### src/rtl/hazard_ctrl_pkg.sv
// Shared opcodes, FSM encodings and decode helpers for the pipeline hazard controller.
package hazard_ctrl_pkg;

  typedef enum logic [3:0] {
    OP_ADD = 4'h0,
    OP_SUB = 4'h1,
    OP_AND = 4'h2,
    OP_XOR = 4'h3,
    OP_COM = 4'h4,
    OP_SLL = 4'h5,
    OP_SRL = 4'h6,
    OP_MUL = 4'h7,
    OP_LW  = 4'h8,
    OP_SW  = 4'h9,
    OP_BEQ = 4'hA
  } opcode_e;

  localparam logic [0:0] HZ_RUN = 1'b0;
  localparam logic [0:0] HZ_MUL = 1'b1;

  localparam int MUL_LAT_DEF = 3;

  // Shifts take their amount from the immediate and LW only reads the base
  // register, so rt never carries a live operand for them.
  function automatic logic uses_rt(input logic [3:0] op);
    logic r;
    r = 1'b0;
    case (op)
      OP_ADD, OP_SUB, OP_AND, OP_XOR,
      OP_COM, OP_MUL, OP_SW,  OP_BEQ: r = 1'b1;
      default:                        r = 1'b0;
    endcase
    return r;
  endfunction

endpackage

### src/rtl/hazard_ctrl_if.sv
// Decoder/EX-side information into the hazard controller and pipeline controls back out.
interface hazard_ctrl_if #(
  parameter int RA_W  = 3,
  parameter int CNT_W = 16
);
  logic [3:0]      id_opcode;
  logic [RA_W-1:0] id_rs;
  logic [RA_W-1:0] id_rt;
  logic [3:0]      ex_opcode;
  logic            ex_memRead;
  logic [RA_W-1:0] ex_rd;
  logic            ex_branch;
  logic            ex_zero;

  logic             pc_en;
  logic             pc_src;
  logic             ifid_en;
  logic             ifid_flush;
  logic             idex_en;
  logic             idex_flush;
  logic             exmem_flush;
  logic             mul_busy;
  logic [CNT_W-1:0] stall_count;

  modport master (
    output id_opcode, id_rs, id_rt, ex_opcode, ex_memRead, ex_rd, ex_branch, ex_zero,
    input  pc_en, pc_src, ifid_en, ifid_flush, idex_en, idex_flush, exmem_flush,
           mul_busy, stall_count
  );

  modport slave (
    input  id_opcode, id_rs, id_rt, ex_opcode, ex_memRead, ex_rd, ex_branch, ex_zero,
    output pc_en, pc_src, ifid_en, ifid_flush, idex_en, idex_flush, exmem_flush,
           mul_busy, stall_count
  );
endinterface

### src/rtl/hazard_ctrl_load_use_detect.sv
// Flags an ID instruction that reads the register a load in EX is about to write.
module hazard_ctrl_load_use_detect
  import hazard_ctrl_pkg::*;
#(
  parameter int RA_W        = 3,
  parameter int ZERO_REG_HW = 1
) (
  input  logic [3:0]      id_opcode,
  input  logic [RA_W-1:0] id_rs,
  input  logic [RA_W-1:0] id_rt,
  input  logic            ex_memRead,
  input  logic [RA_W-1:0] ex_rd,
  output logic            load_use
);
  logic rs_hit, rt_hit, rd_zero;

  always_comb begin
    rs_hit   = (ex_rd == id_rs);
    rt_hit   = uses_rt(id_opcode) && (ex_rd == id_rt);
    rd_zero  = (ZERO_REG_HW != 0) && (ex_rd == '0);
    load_use = ex_memRead && (rs_hit || rt_hit) && !rd_zero;
  end
endmodule

### src/rtl/hazard_ctrl.sv
// Pipeline sequencing: load-use bubble, taken-branch flush, multi-cycle MUL freeze,
// plus a saturating count of PC-stalled cycles.
module hazard_ctrl
  import hazard_ctrl_pkg::*;
#(
  parameter int RA_W        = 3,
  parameter int MUL_LAT     = MUL_LAT_DEF,
  parameter int CNT_W       = 16,
  parameter int ZERO_REG_HW = 1
) (
  input  logic         clk,
  input  logic         rst,
  hazard_ctrl_if.slave hz
);
  localparam int MW = (MUL_LAT > 2) ? $clog2(MUL_LAT - 1) : 1;
  localparam logic [MW-1:0] MCNT_INIT = MW'((MUL_LAT > 1) ? (MUL_LAT - 2) : 0);
  localparam bit MUL_STALL = (MUL_LAT > 1);

  logic [0:0]       st, st_nxt;
  logic [MW-1:0]    mcnt, mcnt_nxt;
  logic [CNT_W-1:0] cnt;

  logic load_use, branch_taken, ex_is_mul;
  logic pc_en, pc_src, ifid_en, ifid_flush, idex_en, idex_flush, exmem_flush;

  hazard_ctrl_load_use_detect #(
    .RA_W        (RA_W),
    .ZERO_REG_HW (ZERO_REG_HW)
  ) u_lud (
    .id_opcode  (hz.id_opcode),
    .id_rs      (hz.id_rs),
    .id_rt      (hz.id_rt),
    .ex_memRead (hz.ex_memRead),
    .ex_rd      (hz.ex_rd),
    .load_use   (load_use)
  );

  assign branch_taken = hz.ex_branch && hz.ex_zero;
  assign ex_is_mul    = (hz.ex_opcode == OP_MUL);

  always_comb begin
    pc_en       = 1'b1;
    pc_src      = 1'b0;
    ifid_en     = 1'b1;
    ifid_flush  = 1'b0;
    idex_en     = 1'b1;
    idex_flush  = 1'b0;
    exmem_flush = 1'b0;
    st_nxt      = st;
    mcnt_nxt    = mcnt;
    if (rst) begin
      pc_en      = 1'b0;
      ifid_en    = 1'b0;
      idex_en    = 1'b0;
      ifid_flush = 1'b1;
      idex_flush = 1'b1;
      st_nxt     = HZ_RUN;
      mcnt_nxt   = '0;
    end else if (st == HZ_RUN) begin
      if (branch_taken) begin
        pc_src     = 1'b1;
        ifid_flush = 1'b1;
        idex_flush = 1'b1;
      end else if (ex_is_mul && MUL_STALL) begin
        pc_en       = 1'b0;
        ifid_en     = 1'b0;
        idex_en     = 1'b0;
        exmem_flush = 1'b1;
        st_nxt      = HZ_MUL;
        mcnt_nxt    = MCNT_INIT;
      end else if (load_use) begin
        pc_en      = 1'b0;
        ifid_en    = 1'b0;
        idex_flush = 1'b1;
      end
    end else begin
      // mcnt==0 is the release cycle: MUL leaves EX, so the next MUL seen in RUN is new.
      if (mcnt != '0) begin
        pc_en       = 1'b0;
        ifid_en     = 1'b0;
        idex_en     = 1'b0;
        exmem_flush = 1'b1;
        mcnt_nxt    = mcnt - 1'b1;
      end else begin
        st_nxt = HZ_RUN;
      end
    end
  end

  always_ff @(posedge clk) begin
    if (rst) begin
      st   <= HZ_RUN;
      mcnt <= '0;
      cnt  <= '0;
    end else begin
      st   <= st_nxt;
      mcnt <= mcnt_nxt;
      if (!pc_en && !(&cnt)) cnt <= cnt + 1'b1;
    end
  end

  assign hz.pc_en       = pc_en;
  assign hz.pc_src      = pc_src;
  assign hz.ifid_en     = ifid_en;
  assign hz.ifid_flush  = ifid_flush;
  assign hz.idex_en     = idex_en;
  assign hz.idex_flush  = idex_flush;
  assign hz.exmem_flush = exmem_flush;
  assign hz.mul_busy    = !rst && (st == HZ_MUL);
  assign hz.stall_count = cnt;
endmodule

### src/flat_wrapper.sv
// flat-port wrapper written by rule: the top's interface ports become plain ports
module hazard_ctrl_flat import hazard_ctrl_pkg::*;
#(
  parameter int RA_W        = 3,
  parameter int MUL_LAT     = MUL_LAT_DEF,
  parameter int CNT_W       = 16,
  parameter int ZERO_REG_HW = 1
)
  (clk, rst, hz_id_opcode, hz_id_rs, hz_id_rt, hz_ex_opcode, hz_ex_memRead, hz_ex_rd, hz_ex_branch, hz_ex_zero, hz_pc_en, hz_pc_src, hz_ifid_en, hz_ifid_flush, hz_idex_en, hz_idex_flush, hz_exmem_flush, hz_mul_busy, hz_stall_count);
  hazard_ctrl_if #(.RA_W(RA_W), .CNT_W(CNT_W)) hz_i ();
  input  logic clk;
  input  logic rst;
  input wire logic [$bits(hz_i.id_opcode)-1:0] hz_id_opcode;
  input wire logic [$bits(hz_i.id_rs)-1:0] hz_id_rs;
  input wire logic [$bits(hz_i.id_rt)-1:0] hz_id_rt;
  input wire logic [$bits(hz_i.ex_opcode)-1:0] hz_ex_opcode;
  input wire logic [$bits(hz_i.ex_memRead)-1:0] hz_ex_memRead;
  input wire logic [$bits(hz_i.ex_rd)-1:0] hz_ex_rd;
  input wire logic [$bits(hz_i.ex_branch)-1:0] hz_ex_branch;
  input wire logic [$bits(hz_i.ex_zero)-1:0] hz_ex_zero;
  output wire logic [$bits(hz_i.pc_en)-1:0] hz_pc_en;
  output wire logic [$bits(hz_i.pc_src)-1:0] hz_pc_src;
  output wire logic [$bits(hz_i.ifid_en)-1:0] hz_ifid_en;
  output wire logic [$bits(hz_i.ifid_flush)-1:0] hz_ifid_flush;
  output wire logic [$bits(hz_i.idex_en)-1:0] hz_idex_en;
  output wire logic [$bits(hz_i.idex_flush)-1:0] hz_idex_flush;
  output wire logic [$bits(hz_i.exmem_flush)-1:0] hz_exmem_flush;
  output wire logic [$bits(hz_i.mul_busy)-1:0] hz_mul_busy;
  output wire logic [$bits(hz_i.stall_count)-1:0] hz_stall_count;
  assign hz_i.id_opcode = hz_id_opcode;
  assign hz_i.id_rs = hz_id_rs;
  assign hz_i.id_rt = hz_id_rt;
  assign hz_i.ex_opcode = hz_ex_opcode;
  assign hz_i.ex_memRead = hz_ex_memRead;
  assign hz_i.ex_rd = hz_ex_rd;
  assign hz_i.ex_branch = hz_ex_branch;
  assign hz_i.ex_zero = hz_ex_zero;
  assign hz_pc_en = hz_i.pc_en;
  assign hz_pc_src = hz_i.pc_src;
  assign hz_ifid_en = hz_i.ifid_en;
  assign hz_ifid_flush = hz_i.ifid_flush;
  assign hz_idex_en = hz_i.idex_en;
  assign hz_idex_flush = hz_i.idex_flush;
  assign hz_exmem_flush = hz_i.exmem_flush;
  assign hz_mul_busy = hz_i.mul_busy;
  assign hz_stall_count = hz_i.stall_count;
  hazard_ctrl #(.RA_W(RA_W), .MUL_LAT(MUL_LAT), .CNT_W(CNT_W), .ZERO_REG_HW(ZERO_REG_HW)) u_core (.clk(clk), .rst(rst), .hz(hz_i));
endmodule
### config.mk
export PLATFORM = sky130hd
export DESIGN_NAME = hazard_ctrl_flat
export DESIGN_NICKNAME = d
export VERILOG_FILES = /design/src/rtl/hazard_ctrl_pkg.sv /design/src/rtl/hazard_ctrl_if.sv /design/src/rtl/hazard_ctrl_load_use_detect.sv /design/src/rtl/hazard_ctrl.sv /design/src/flat_wrapper.sv
export SDC_FILE = /design/constraint.sdc
export NUM_CORES = 1
export LEC_CHECK = 0
export CORE_AREA = 3 3 58 60
export DETAILED_ROUTE_END_ITERATION = 6
export DIE_AREA = 0 0 61 63
export GPL_ROUTABILITY_DRIVEN = 0
export GPL_TIMING_DRIVEN = 0
export PLACE_DENSITY = 0.74
export SYNTH_ARGS = -nofsm -noshare
export SYNTH_HDL_FRONTEND = slang
export SYNTH_SLANG_ARGS = --single-unit
export TNS_END_PERCENT = 30
### constraint.sdc
create_clock -name clk -period 2.1 [get_ports clk]
set_clock_uncertainty 0.05 [all_clocks]
set_input_delay 0.42 -clock clk [delete_from_list [all_inputs] [get_ports clk]]
set_output_delay 0.42 -clock clk [all_outputs]
set_load 0.03 [all_outputs]
==> metrics.cfg <==
[status]
status=finished, violations left
violations=negative setup slack

[clocking]
cts_hold_buf=0
clockRootBuffer=clkbuf_4
clk_latency_ns=0.30
htree_levels=1
clock_path_buffers=2
cts_buffers=3
tritoncts=built
clkSinkCount=18
clk_pin_slew_ns=0.11

[sta]
min_period_ns=2.23
maxSlewViolCount=0
clock.fmax_mhz=448
worst_pin_slew_ns=0.430
rsz0062_at_grt=true
hold_viol=0
setup_viol=2
final.setup.worst_slack_ns=-0.132
relSlewSlack_pct=71.2
period_share_pct=106

[critical_path]
crit_type=input port to primary output
critical_path_required_ns=1.63
crit_top_cell=buf_6
start_kind=input port
critPathMaxStageDelay_ns=0.28
worst_setup_path_end_kind=primary output
worstPathMaxFanout=3
arrival_ns=1.76
reg2reg_slack_ns=0.02
crit_family=buffers and inverters
slowest_stage=mux2i_1
crit_buf_inv=5
crit_chain=buf_6, xnor2_2, mux2i_1, nand3b_1, and2_4, buf_6, buf_8, buf_6, buf_6

[yosys]
yosys_register_bits=18
synth.largest_area_cell=dfxtp_1
synth_cell_type_count=40
syn-mean-instance-area_um2=8.20
synth_ff_type=dfxtp_1
synth-edff-count=0
synth_top_area_share_pct=32.5
synth_cells=135
ys_warn_count=0
syn-cell-area_um2=1110
syn-num-nets=158
ys_seq_area_share_pct=32.5
ys_top_cells_by_area=dfxtp_1 33%, or4_1 6.8%, a21oi_1 5.4%
async_flop_share_pct=0

[grt]
grt_pass1_wl_um=5600
overflow=0
grt_use_met2_pct=29.4
grt_pass1_vias=1171
grt_util_met3_pct=2.27
antenna_found_initial=0
grt.met1_usage_pct=25.9
grt_max_degree=11
grt_usage_pct=18.5
grt-busiest-layer=met2

[floorplanning]
row_count=20
die-area_um2=3840
pin_count=46
die_h_um=63
die_x_um=61
core_region_area_um2=2980
start_util_pct=37.2

[cells_and_area]
n_antenna_cell=0
syn_to_final_growth_pct=57.2
fillers=274
drive_above_1_share_pct=30.9
seq_area_um2=365
num-nets-final=216
multi_input_area_um2=769
instances_no_fill=224
fin_area_um2=1740

[route]
ant_nets=0
dr.pass1.iters=4
drtIter0Drc=57
vias=1300
routedWlPerCell_um=15.3
viasPerCell=5.80
drcViolationCount=0
drt_wl_total_um=3420

[job]
max-cap-violations=0

[placed_design]
port_buffers=45
dpl-instance-area_um2=1640
dp_cells=213
hpwlAfterDp_um=2470

[power_and_ir_drop]
irDropWorstVdd_mv=0.190
p_leak_uw=0.000656
power.total_uw=723
p_per_area_nw_per_um2=415

[hold_path]
hp-class=register to register

[stage by stage]
stage	hold slack (ns)	util [%]	setup WS, ns	TNS [ns]
3_5_place_dp	0.440	54.9	-1.06	-13.55
5_1_grt	0.470	58.4	-0.197	-0.446
2_1_floorplan	0.447	-	-0.0449	-0.0554
4_1_cts	0.453	56.6	-0.0743	-0.0847
6_report	0.444	58.4	-0.132	-0.166
3_3_place_gp	0.432	54.9	-1.04	-12.81
[routing by layer]
metal  vias to the layer above  share of wire (%)
met5                         -                  0
met4                         0                1.5
met3                         7                4.7
met2                        41                 53
met1                       624                 41
li1                        628                  -
[cell families after synthesis]
family / synth area share [%]
XOR/XNOR: 6.33
AND/OR/NAND/NOR: 31.3
adder cells (fa/ha/maj): 1.13
multiplexers: 2.94
AO/OA/AOI/OAI: 19.9
buffers and inverters: 5.87
flip-flops: 32.5
[cell type report]
cell class	instances	share of cell area [%]
plain buffers	7	3.59
clock buffers	3	1.29
inverters	4	0.863
multi-input cells	104	44.2
flip-flops and latches	18	21.0
well taps	33	2.37
repair buffers	55	26.7
[path summary, 6_finish.rpt]
check                                                 end  cells past startpoint       startpoint
worst min-delay path                          u_core.mcnt                      1        u_core.st
worst min register to register                u_core.mcnt                      1        u_core.st
worst max-delay path                             hz_pc_en                      9  hz_id_opcode[0]
worst max register to register  u_core.hz.stall_count[15]                      7        u_core.st
[report_power, final]
group	internal, µW	switching, µW
combinational	97.5	94.4
sequential	346	6.65
clock	66.8	112
[flip-flops by register name (all words and copies together), names as in the netlist]
register / count
u_core.st: 1
u_core.hz.stall_count: 16
u_core.mcnt: 1
[cells in the mapped netlist (2+ instances only)]
cell type,count
dfxtp_1,18
a21oi_1,12
nand3_1,12
or4_1,10
nand2_1,8
o31ai_1,8
nor3_1,6
and3_1,5
xnor2_1,5
inv_1,4
nor2_1,4
nor4_1,4
buf_2,3
clkbuf_1,3
xor2_1,3
a211oi_1,2
a21o_1,2
mux2_2,2
nor2b_1,2
o21a_1,2
[worst register-to-register path, stage by stage (launching register included)]
cell	delay [ns]
dfxtp_4	0.39
nand4bb_1	0.19
nand3b_1	0.22
and2_4	0.20
buf_6	0.11
buf_4	0.16
nor4_2	0.30
mux2_2	0.36
[timing repair]
item	CTS	global route
setup buffers	7	3
pin swaps	14	4
setup endpoints to repair	24	18
resized for setup	91	21
[cells in the final DEF (no fill, tap or decap), types with 3 or more instances in the layout]
master / count
buf_4: 10
xnor2_1: 3
or4_1: 9
buf_2: 12
dlygate4sd2_1: 6
nand3_1: 11
nor3_1: 3
xor2_1: 3
buf_6: 5
inv_1: 4
nand2_1: 6
dfxtp_1: 16
clkdlybuf4s15_1: 5
a21oi_1: 12
o31ai_1: 8
nor2_1: 4
clkbuf_4: 5
clkdlybuf4s50_1: 17
and3_1: 5
Note: power is estimated with default switching activity, not from simulation.
